--- src/rtl/gol_pkg.sv ---
// Shared definitions for the Game-of-Life run controller and grid engine.
//   GRID_W      : grid edge length in cells
//   GRID_N      : cells per grid, which is also the serial frame length
//   ctl_state_t : run-controller sequencing states
package gol_pkg;

    localparam int GRID_W = 6;
    localparam int GRID_N = GRID_W * GRID_W;

    typedef enum logic [2:0] {
        IDLE  = 3'd0,
        LOAD  = 3'd1,
        STEP  = 3'd2,
        WAIT  = 3'd3,
        DRAIN = 3'd4
    } ctl_state_t;

endpackage

--- src/rtl/gol_cell_counter.sv ---
// Modulo-N cell position counter shared by the seed load and result drain.
//   clock, reset : system clock, synchronous active-high reset
//   clear        : return the count to zero (wins over inc)
//   inc          : advance one cell, wrapping from N-1 back to zero
//   last         : count is at cell N-1 (combinational)
module gol_cell_counter
    import gol_pkg::*;
#(
    parameter int N = GRID_N
) (
    input  logic clock,
    input  logic reset,
    input  logic clear,
    input  logic inc,
    output logic last
);

    localparam int CNT_W = $clog2(N);
    localparam logic [CNT_W-1:0] LAST_CNT = CNT_W'(N - 1);

    logic [CNT_W-1:0] count_r;

    // Cell position register with wrap at the final cell of the frame.
    always_ff @(posedge clock) begin
        if (reset) begin
            count_r <= {CNT_W{1'b0}};
        end else if (clear) begin
            count_r <= {CNT_W{1'b0}};
        end else if (inc) begin
            if (last) begin
                count_r <= {CNT_W{1'b0}};
            end else begin
                count_r <= count_r + {{(CNT_W-1){1'b0}}, 1'b1};
            end
        end else begin
            count_r <= count_r;
        end
    end

    assign last = (count_r == LAST_CNT);

endmodule

--- src/rtl/gol_run_controller.sv ---
// Run controller for the Game-of-Life grid engine. Loads a serial seed from
// the host, commands the programmed number of generations, then streams the
// result back while rotating the engine so its contents are preserved.
//   clock, reset            : system clock, synchronous active-high reset
//   start, abort, cfg_gens  : job control (start sampled in IDLE only)
//   in_bit/in_valid/in_ready    : seed stream, cell 0 first
//   out_bit/out_valid/out_ready : result stream, same order as seed
//   eng_shift_en/eng_shift_in/eng_cell_out : engine serial chain
//   eng_step, eng_busy      : engine generation command / handshake
//   busy, done, gen_count   : job status
module gol_run_controller
    import gol_pkg::*;
#(
    parameter int N     = GRID_N,
    parameter int GEN_W = 8
) (
    input  logic             clock,
    input  logic             reset,
    input  logic             start,
    input  logic             abort,
    input  logic [GEN_W-1:0] cfg_gens,
    input  logic             in_bit,
    input  logic             in_valid,
    output logic             in_ready,
    output logic             out_bit,
    output logic             out_valid,
    input  logic             out_ready,
    output logic             eng_shift_en,
    output logic             eng_shift_in,
    input  logic             eng_cell_out,
    output logic             eng_step,
    input  logic             eng_busy,
    output logic             busy,
    output logic             done,
    output logic [GEN_W-1:0] gen_count
);

    ctl_state_t       state_r;
    ctl_state_t       state_next_s;
    logic [GEN_W-1:0] gens_q_r;
    logic [GEN_W-1:0] gen_count_r;
    logic             wait_first_r;

    logic             cell_last_s;
    logic             cnt_clear_s;
    logic             load_accept_s;
    logic             drain_accept_s;
    logic             job_start_s;
    logic             gen_done_s;
    logic [GEN_W:0]   gen_next_s;
    logic             more_gens_s;

    gol_cell_counter #(
        .N (N)
    ) u_cell_counter (
        .clock (clock),
        .reset (reset),
        .clear (cnt_clear_s),
        .inc   (eng_shift_en),
        .last  (cell_last_s)
    );

    // Handshake decode, engine chain control and status outputs.
    always_comb begin
        load_accept_s  = (state_r == LOAD) && in_valid;
        drain_accept_s = (state_r == DRAIN) && out_ready;
        job_start_s    = (state_r == IDLE) && start && !abort;
        // The engine raises busy one cycle after step, so the first WAIT
        // cycle must not read eng_busy as "finished".
        gen_done_s     = (state_r == WAIT) && !wait_first_r && !eng_busy && !abort;
        gen_next_s     = {1'b0, gen_count_r} + {{GEN_W{1'b0}}, 1'b1};
        more_gens_s    = (gen_next_s < {1'b0, gens_q_r});
        // The counter rests at zero whenever no job is running.
        cnt_clear_s    = (state_r == IDLE) || abort;

        in_ready     = (state_r == LOAD);
        out_valid    = (state_r == DRAIN);
        out_bit      = (state_r == DRAIN) ? eng_cell_out : 1'b0;
        eng_shift_en = load_accept_s || drain_accept_s;
        if (load_accept_s) begin
            eng_shift_in = in_bit;
        end else if (drain_accept_s) begin
            // Rotate the result back into the chain to keep the engine intact.
            eng_shift_in = eng_cell_out;
        end else begin
            eng_shift_in = 1'b0;
        end
        eng_step     = (state_r == STEP);
        busy         = (state_r != IDLE);
        done         = drain_accept_s && cell_last_s && !abort;
        gen_count    = gen_count_r;
    end

    // Next-state selection; abort overrides every other transition.
    always_comb begin
        state_next_s = state_r;
        case (state_r)
            IDLE: begin
                if (start) begin
                    state_next_s = LOAD;
                end else begin
                    state_next_s = IDLE;
                end
            end
            LOAD: begin
                if (in_valid && cell_last_s) begin
                    state_next_s = (gens_q_r != {GEN_W{1'b0}}) ? STEP : DRAIN;
                end else begin
                    state_next_s = LOAD;
                end
            end
            STEP: begin
                state_next_s = WAIT;
            end
            WAIT: begin
                if (!wait_first_r && !eng_busy) begin
                    state_next_s = more_gens_s ? STEP : DRAIN;
                end else begin
                    state_next_s = WAIT;
                end
            end
            DRAIN: begin
                if (out_ready && cell_last_s) begin
                    state_next_s = IDLE;
                end else begin
                    state_next_s = DRAIN;
                end
            end
            default: begin
                state_next_s = IDLE;
            end
        endcase
        if (abort) begin
            state_next_s = IDLE;
        end else begin
            state_next_s = state_next_s;
        end
    end

    // State register.
    always_ff @(posedge clock) begin
        if (reset) begin
            state_r <= IDLE;
        end else begin
            state_r <= state_next_s;
        end
    end

    // Marks the first WAIT cycle, the one right after the step pulse.
    always_ff @(posedge clock) begin
        if (reset) begin
            wait_first_r <= 1'b0;
        end else begin
            wait_first_r <= (state_r == STEP) && !abort;
        end
    end

    // Generation target, captured only when a job is accepted.
    always_ff @(posedge clock) begin
        if (reset) begin
            gens_q_r <= {GEN_W{1'b0}};
        end else if (job_start_s) begin
            gens_q_r <= cfg_gens;
        end else begin
            gens_q_r <= gens_q_r;
        end
    end

    // Completed-generation count; held after abort and in IDLE, saturates at target.
    always_ff @(posedge clock) begin
        if (reset) begin
            gen_count_r <= {GEN_W{1'b0}};
        end else if (job_start_s) begin
            gen_count_r <= {GEN_W{1'b0}};
        end else if (gen_done_s && (gen_count_r < gens_q_r)) begin
            gen_count_r <= gen_next_s[GEN_W-1:0];
        end else begin
            gen_count_r <= gen_count_r;
        end
    end

endmodule

--- config.mk ---
export PLATFORM = sky130hd
export DESIGN_NAME = gol_run_controller
export DESIGN_NICKNAME = d
export VERILOG_FILES = /design/src/rtl/gol_pkg.sv /design/src/rtl/gol_cell_counter.sv /design/src/rtl/gol_run_controller.sv
export SDC_FILE = /design/constraint.sdc
export NUM_CORES = 1
export LEC_CHECK = 0
export CORE_MARGIN = 1
export CORE_UTILIZATION = 48
export CTS_BUF_LIST = sky130_fd_sc_hd__clkbuf_4 sky130_fd_sc_hd__clkbuf_8
export CTS_CLUSTER_SIZE = 14
export DETAILED_ROUTE_END_ITERATION = 8
export GPL_ROUTABILITY_DRIVEN = 0
export PLACE_DENSITY = 0.78
export SLEW_MARGIN = 20
export SYNTH_ARGS = -nofsm -noshare
export SYNTH_HDL_FRONTEND = slang
export SYNTH_SLANG_ARGS = --single-unit
--- constraint.sdc ---
create_clock -name clock -period 2.2 [get_ports clock]
set_clock_uncertainty 0.1 [all_clocks]
set_input_delay 0.22 -clock clock [delete_from_list [all_inputs] [get_ports clock]]
set_output_delay 0.22 -clock clock [all_outputs]
set_load 0.05 [all_outputs]
==> results of run 1 <==
==> registers in the layout, indices dropped and copies added (netlist names) <==
signal,count
state_r,3
u_cell_counter.count_r,6
gen_count,8
wait_first_r,1
gens_q_r,8
==> metal layers <==
metal / wire [microns] / vias up
li1: - / 783
met1: 1840 / 750
met2: 2210 / 44
met3: 204 / 9
met4: 38 / 0
met5: 0 / -
==> placed cells by master (no fill, tap or decap), types with 4 or more instances in the layout <==
| master | instances |
|---|---|
| o21ai_0 | 7 |
| nor2b_1 | 4 |
| xor2_1 | 6 |
| clkdlybuf4s50_1 | 24 |
| nor2_1 | 23 |
| a21oi_1 | 10 |
| dfxtp_4 | 4 |
| mux2i_1 | 10 |
| nand4_1 | 4 |
| clkbuf_4 | 4 |
| xnor2_1 | 4 |
| or3_1 | 5 |
| buf_4 | 19 |
| inv_1 | 12 |
| dfxtp_2 | 5 |
| nand2_1 | 11 |
| ha_1 | 15 |
| dfxtp_1 | 17 |
==> worst max-delay path: cells and delay by family (launching register included) <==
family          cells  cell delay, ns
fa+ha+maj           1            0.26
flops               1            0.43
xor+xnor            1            0.15
simple gates        4            0.64
compound gates      2            0.35
buf+inv             1            0.15
==> cells by family (layout without fill, tap and decap cells) <==
family	Yosys count	count (layout)	share of synthesized area, %
AND/OR/NAND/NOR	79	79	25.4
multiplexers	10	10	6.12
AO/OA/AOI/OAI	33	34	12.9
adder cells (fa/ha/maj)	16	16	12.2
buffers and inverters	17	64	5.13
flip-flops	26	26	31.8
XOR/XNOR	12	12	6.43
==> layout make-up <==
cell class / instances / share of cell area, %
inverters: 12 / 2.00
flip-flops and latches: 26 / 24.0
well taps: 44 / 2.44
clock buffers: 4 / 1.33
repair buffers: 48 / 20.6
multi-input cells: 151 / 49.6
==> what timing repair did <==
action                     in CTS  in global routing
buffers inserted                6                  3
pin swaps                       1                  8
setup endpoints to repair       3                 10
resized for setup               3                 12
gates cloned                    0                  1
==> stage by stage <==
stage	setup WS, ns	util, %
after global placement	0.0865	66.3
after global routing	-0.105	71.5
after detailed placement	-0.0214	66.3
after floorplan	-0.264	-
after CTS	0.00602	69.0
final	0.0386	71.5
==> path summary, 6_finish.rpt <==
kind                      from          end  slack [ns]
setup / recovery  gen_count[4]   state_r[2]        0.04
hold reg to reg    gens_q_r[2]  gens_q_r[2]        0.43
hold / removal     cfg_gens[4]  gens_q_r[4]        0.39
setup reg to reg  gen_count[4]   state_r[2]        0.04
==> where the power goes <==
part | switching, uW | leakage [uW] | internal (uW)
Sequential | 7.65 | 0.000216 | 474
Clock | 139 | 0.0000184 | 83.4
Combinational | 70.6 | 0.000712 | 70.6
Total | 218 | 0.000947 | 628
==> flow_metrics.env, run 1 <==
export IMPL_drtAntennaViolNets=0
export IMPL_drive_gt1_share_pct=19.9
export IMPL_grt_first_pass_wirelength_mm=6.35
export IMPL_seq_area_sq_um=542
export IMPL_clk_latency_ns=0.32
export IMPL_min_period_ns=2.16
export IMPL_wirelength_mm=4.29
export IMPL_grt_max_degree=15
export IMPL_io_buffers=32
export IMPL_chipWidth_microns=60.4
export IMPL_async_flop_share_pct=0
export IMPL_timing_final_crit_share_pct=98.2
export IMPL_cp_max_fo=7
export IMPL_cts_buffer_depth=2
export IMPL_core_area_sq_um=3150
export IMPL_via_count=1586
export IMPL_antenna_diode_count=0
export IMPL_use_met3_pct=5.54
export IMPL_ys_warnings_count=0
export IMPL_fin_cells=285
export IMPL_synth_top_area_share_pct=31.8
export IMPL_die_area_sq_um=3640
export IMPL_cts_root_buf="clkbuf_4"
export IMPL_peakVddDrop_v=0.000427
export IMPL_rr_worst_depth=9
export IMPL_hp_class="in -> reg"
export IMPL_clk_pin_slew_ns=0.14
export IMPL_maxCapViolCount=0
export IMPL_drt_pass1_iter_count=5
export IMPL_ctsHoldBuffers=0
export IMPL_htreeDepth=1
export IMPL_p_total_uw=846
export IMPL_finalSetupTns_ns=0
export IMPL_rsz0062_at_grt="true"
export IMPL_synth_commonest_cells="dfxtp_1, nor2_1, ha_1, inv_1, nand2_1"
export IMPL_wl_per_cell_microns=15.1
export IMPL_setup_viol=0
export IMPL_synth_cells=193
export IMPL_ys_seq_area_share_pct=31.8
export IMPL_rows=20
export IMPL_crit_slowest_cell="dfxtp_2"
export IMPL_cts_tree="done"
export IMPL_postLayoutCellArea_sq_um=2250
export IMPL_dr_first_iter_drc_count=43
export IMPL_use_met1_pct=29.1
export IMPL_grt_pass1_vias=1481
export IMPL_status="complete, no violations"
export IMPL_yosys_register_bits=26
export IMPL_post_synth_top_count_cell="dfxtp_1"
export IMPL_top_usage_layer="met2"
export IMPL_use_met2_pct=39.6
export IMPL_critPathLaunchType="flop"
export IMPL_worstSetupPathType="reg -> reg"
export IMPL_finalMaxSlewViolations=0
export IMPL_pin_count=33
export IMPL_antenna_found_initial=0
export IMPL_yosys_area_top_type="dfxtp_1"
export IMPL_syn_nets=226
export IMPL_crit_arrival_ns=2.30
export IMPL_crit_chain="nand2_1, nor2_2, buf_4, xor2_1, ha_1, and4_1, a21oi_1, nand4_1, a22o_1"
export IMPL_vias_per_cell=5.56
export IMPL_synth_cell_types=39
export IMPL_worstMarginPinSlew_ns=0.505
export IMPL_power_density_nw_per_um2=375
export IMPL_cts_buffers_inserted=3
export IMPL_multi_input_area_sq_um=1120
export IMPL_synth_edf_count=0
export IMPL_synthFlopType="dfxtp_1"
export IMPL_required_ns=2.34
export IMPL_post_place_cells=271
export IMPL_yosys_top_cells_area="dfxtp_1, ha_1, mux2i_1"
export IMPL_die_h_microns=60.4
export IMPL_final_hold_violation_count=0
export IMPL_overflow=0
export IMPL_holdPathStages=3
export IMPL_syn_avg_cell_area_sq_um=8.47
export IMPL_track_usage_pct=23.1
export IMPL_dp_hpwl_mm=3.07
export IMPL_clock_fmax_mhz=463
export IMPL_max_stage_delay_ns=0.43
export IMPL_postPlaceCellArea_sq_um=2090
export IMPL_p_leak_uw=0.000947
export IMPL_netlist_area_sq_um=1640
export IMPL_fillers=260
export IMPL_floorplan_initialDensity_pct=51.9
export IMPL_syn_to_final_growth_pct=37.8
export IMPL_relSlewSlack_pct=66.3
export IMPL_fin_nets=275
export IMPL_drc=0
export IMPL_hold_ws_ns=0.387
export IMPL_worstSetupEndpointType="flop"
export IMPL_cts_sinks=26
Note: power is estimated with default switching activity, not from simulation.
==> run 2, diff against run 1 <==
- CORE_UTILIZATION: 48 -> 53
- PLACE_DENSITY: 0.78 -> 0.82
- clock period: 2.2 -> 2.3 ns (I/O delays scaled with it)
==> flow_metrics.env, run 2 (synthesis results as in run 1) <==
export IMPL_wl_per_cell_microns=15.1
export IMPL_crit_chain="ha_4, nand3_4, nor2_4, xor2_1, ha_1, and4_1, a21oi_1, nand4_1, a22o_1"
export IMPL_die_h_microns=57.5
export IMPL_relSlewSlack_pct=66.6
export IMPL_hp_class="in -> reg"
export IMPL_cp_num_buf_inv=0
export IMPL_crit_slowest_cell="dfxtp_4"
export IMPL_chipWidth_microns=57.5
export IMPL_reg2reg_slack_ns=0.12
export IMPL_p_leak_uw=0.000911
export IMPL_crit_family="simple AND/OR/NAND/NOR gates"
export IMPL_post_cts_buffers=0
export IMPL_final_cell_mix="clkdlybuf4s50_1, nor2_1, dfxtp_1"
export IMPL_final_common_cell="clkdlybuf4s50_1"
export IMPL_crit_arrival_ns=2.32
export IMPL_cts_sinks=26
export IMPL_drtAntennaViolNets=0
export IMPL_die_area_sq_um=3310
export IMPL_worstSetupEndpointType="flop"
export IMPL_clk_pin_slew_ns=0.14
export IMPL_reg2reg_from="gen_count[0]"
export IMPL_worstMarginPinSlew_ns=0.500
export IMPL_via_count=1535
export IMPL_rsz0062_at_grt="true"
export IMPL_fin_nets=266
export IMPL_status="finished, violations left"
export IMPL_critPathLaunchType="flop"
export IMPL_maxCapViolCount=0
export IMPL_fin_cells=263
export IMPL_clock_fmax_mhz=458
export IMPL_drc=2
export IMPL_io_buffers=32
export IMPL_pin_count=33
export IMPL_p_total_uw=830
export IMPL_floorplan_initialDensity_pct=57.8
export IMPL_final_hold_violation_count=0
export IMPL_required_ns=2.44
export IMPL_grt_pass1_vias=1546
export IMPL_wirelength_mm=3.97
export IMPL_cts_buffers_inserted=3
export IMPL_dp_hpwl_mm=3.02
export IMPL_clk_latency_ns=0.33
export IMPL_grt_first_pass_wirelength_mm=6.68
export IMPL_finalMaxSlewViolations=0
export IMPL_fillers=209
export IMPL_r2r_end="state_r[2]"
export IMPL_setup_viol=0
export IMPL_power_density_nw_per_um2=384
export IMPL_timing_final_crit_share_pct=94.9
export IMPL_cts_buffer_depth=2
export IMPL_ctsHoldBuffers=0
export IMPL_antenna_diode_count=0
export IMPL_grt_max_degree=15
export IMPL_core_area_sq_um=2830
export IMPL_vias_per_cell=5.84
export IMPL_max_stage_delay_ns=0.42
export IMPL_cp_max_fo=6
export IMPL_cp_depth=9
export IMPL_cts_tree="done"
export IMPL_track_usage_pct=26.3
export IMPL_violations="design-rule violations"
export IMPL_cp_startpoint="gen_count[0]"
export IMPL_min_period_ns=2.18
export IMPL_crit_path_end="state_r[2]"
export IMPL_finalSetupTns_ns=0
export IMPL_rr_worst_depth=9
export IMPL_antenna_found_initial=0
export IMPL_drt_pass1_iter_count=6
export IMPL_cts_root_buf="clkbuf_4"
export IMPL_htreeDepth=1
export IMPL_post_place_cells=259
export IMPL_worstSetupPathType="reg -> reg"
export IMPL_rows=19
export IMPL_dr_first_iter_drc_count=78
export IMPL_peakVddDrop_v=0.000265
export IMPL_syn_to_final_growth_pct=32.3
export IMPL_drive_gt1_share_pct=14.2
export IMPL_overflow=0
==> run 2: repair_timing <==
item / in CTS / in global routing
endpoints found under the hold margin: 0 / 0
setup endpoints to repair: 1 / 11
gates resized for setup: 1 / 13
pin swaps: 0 / 1
==> run 2: cell type report <==
type,count,area [sq um],area share [%]
well taps,31,38.8,1.79
clock buffers,4,36.3,1.68
repair buffers,40,410,19.0
flip-flops and latches,26,536,24.8
inverters,12,45.0,2.08
multi-input cells,150,1100,50.7
==> run 2: where the power goes <==
part	internal (uW)	total (uW)	switching, uW
Combinational	67.8	136	67.9
Sequential	455	461	6.81
Clock	96.9	233	136
Total	619	830	211
==> run 2: worst min path at each step <==
stage | start | endpoint | slack [ns] | depth (start not counted)
3_3_place_gp | u_cell_counter.count_r[5] | u_cell_counter.count_r[5] | 0.39 | 2
6_report | cfg_gens[0] | gens_q_r[0] | 0.40 | 3
5_1_grt | cfg_gens[6] | gens_q_r[6] | 0.42 | 3
3_5_place_dp | gens_q_r[2] | gens_q_r[2] | 0.41 | 2
2_1_floorplan | abort | wait_first_r | 0.21 | 1
4_1_cts | cfg_gens[3] | gens_q_r[3] | 0.40 | 3
==> run 2: routing by layer <==
metal | GRT usage [%] | wire, microns | vias to the layer above
li1 | - | - | 773
met4 | 12.2 | 95 | 0
met1 | 32.7 | 1750 | 706
met5 | 0 | 0 | -
met2 | 44.5 | 1940 | 45
met3 | 4.08 | 177 | 11
==> run 2: per-stage QoR <==
step	setup WS [ns]	cell area (sq um)	util, %	hold slack (ns)
final	0.116	2160	76.5	0.399
after global routing	-0.0207	2160	76.5	0.418
after CTS	0.00477	2100	74.4	0.395
after detailed placement	0.0347	2070	73.0	0.412
after global placement	0.128	2070	73.0	0.391
after floorplan	-0.174	1660	-	0.206
==> run 2: worst min-delay path, delay by kind of cell <==
family	cells	cell delay, ns
mux	1	0.12
buf+inv	1	0.40
simple gates	1	0.05
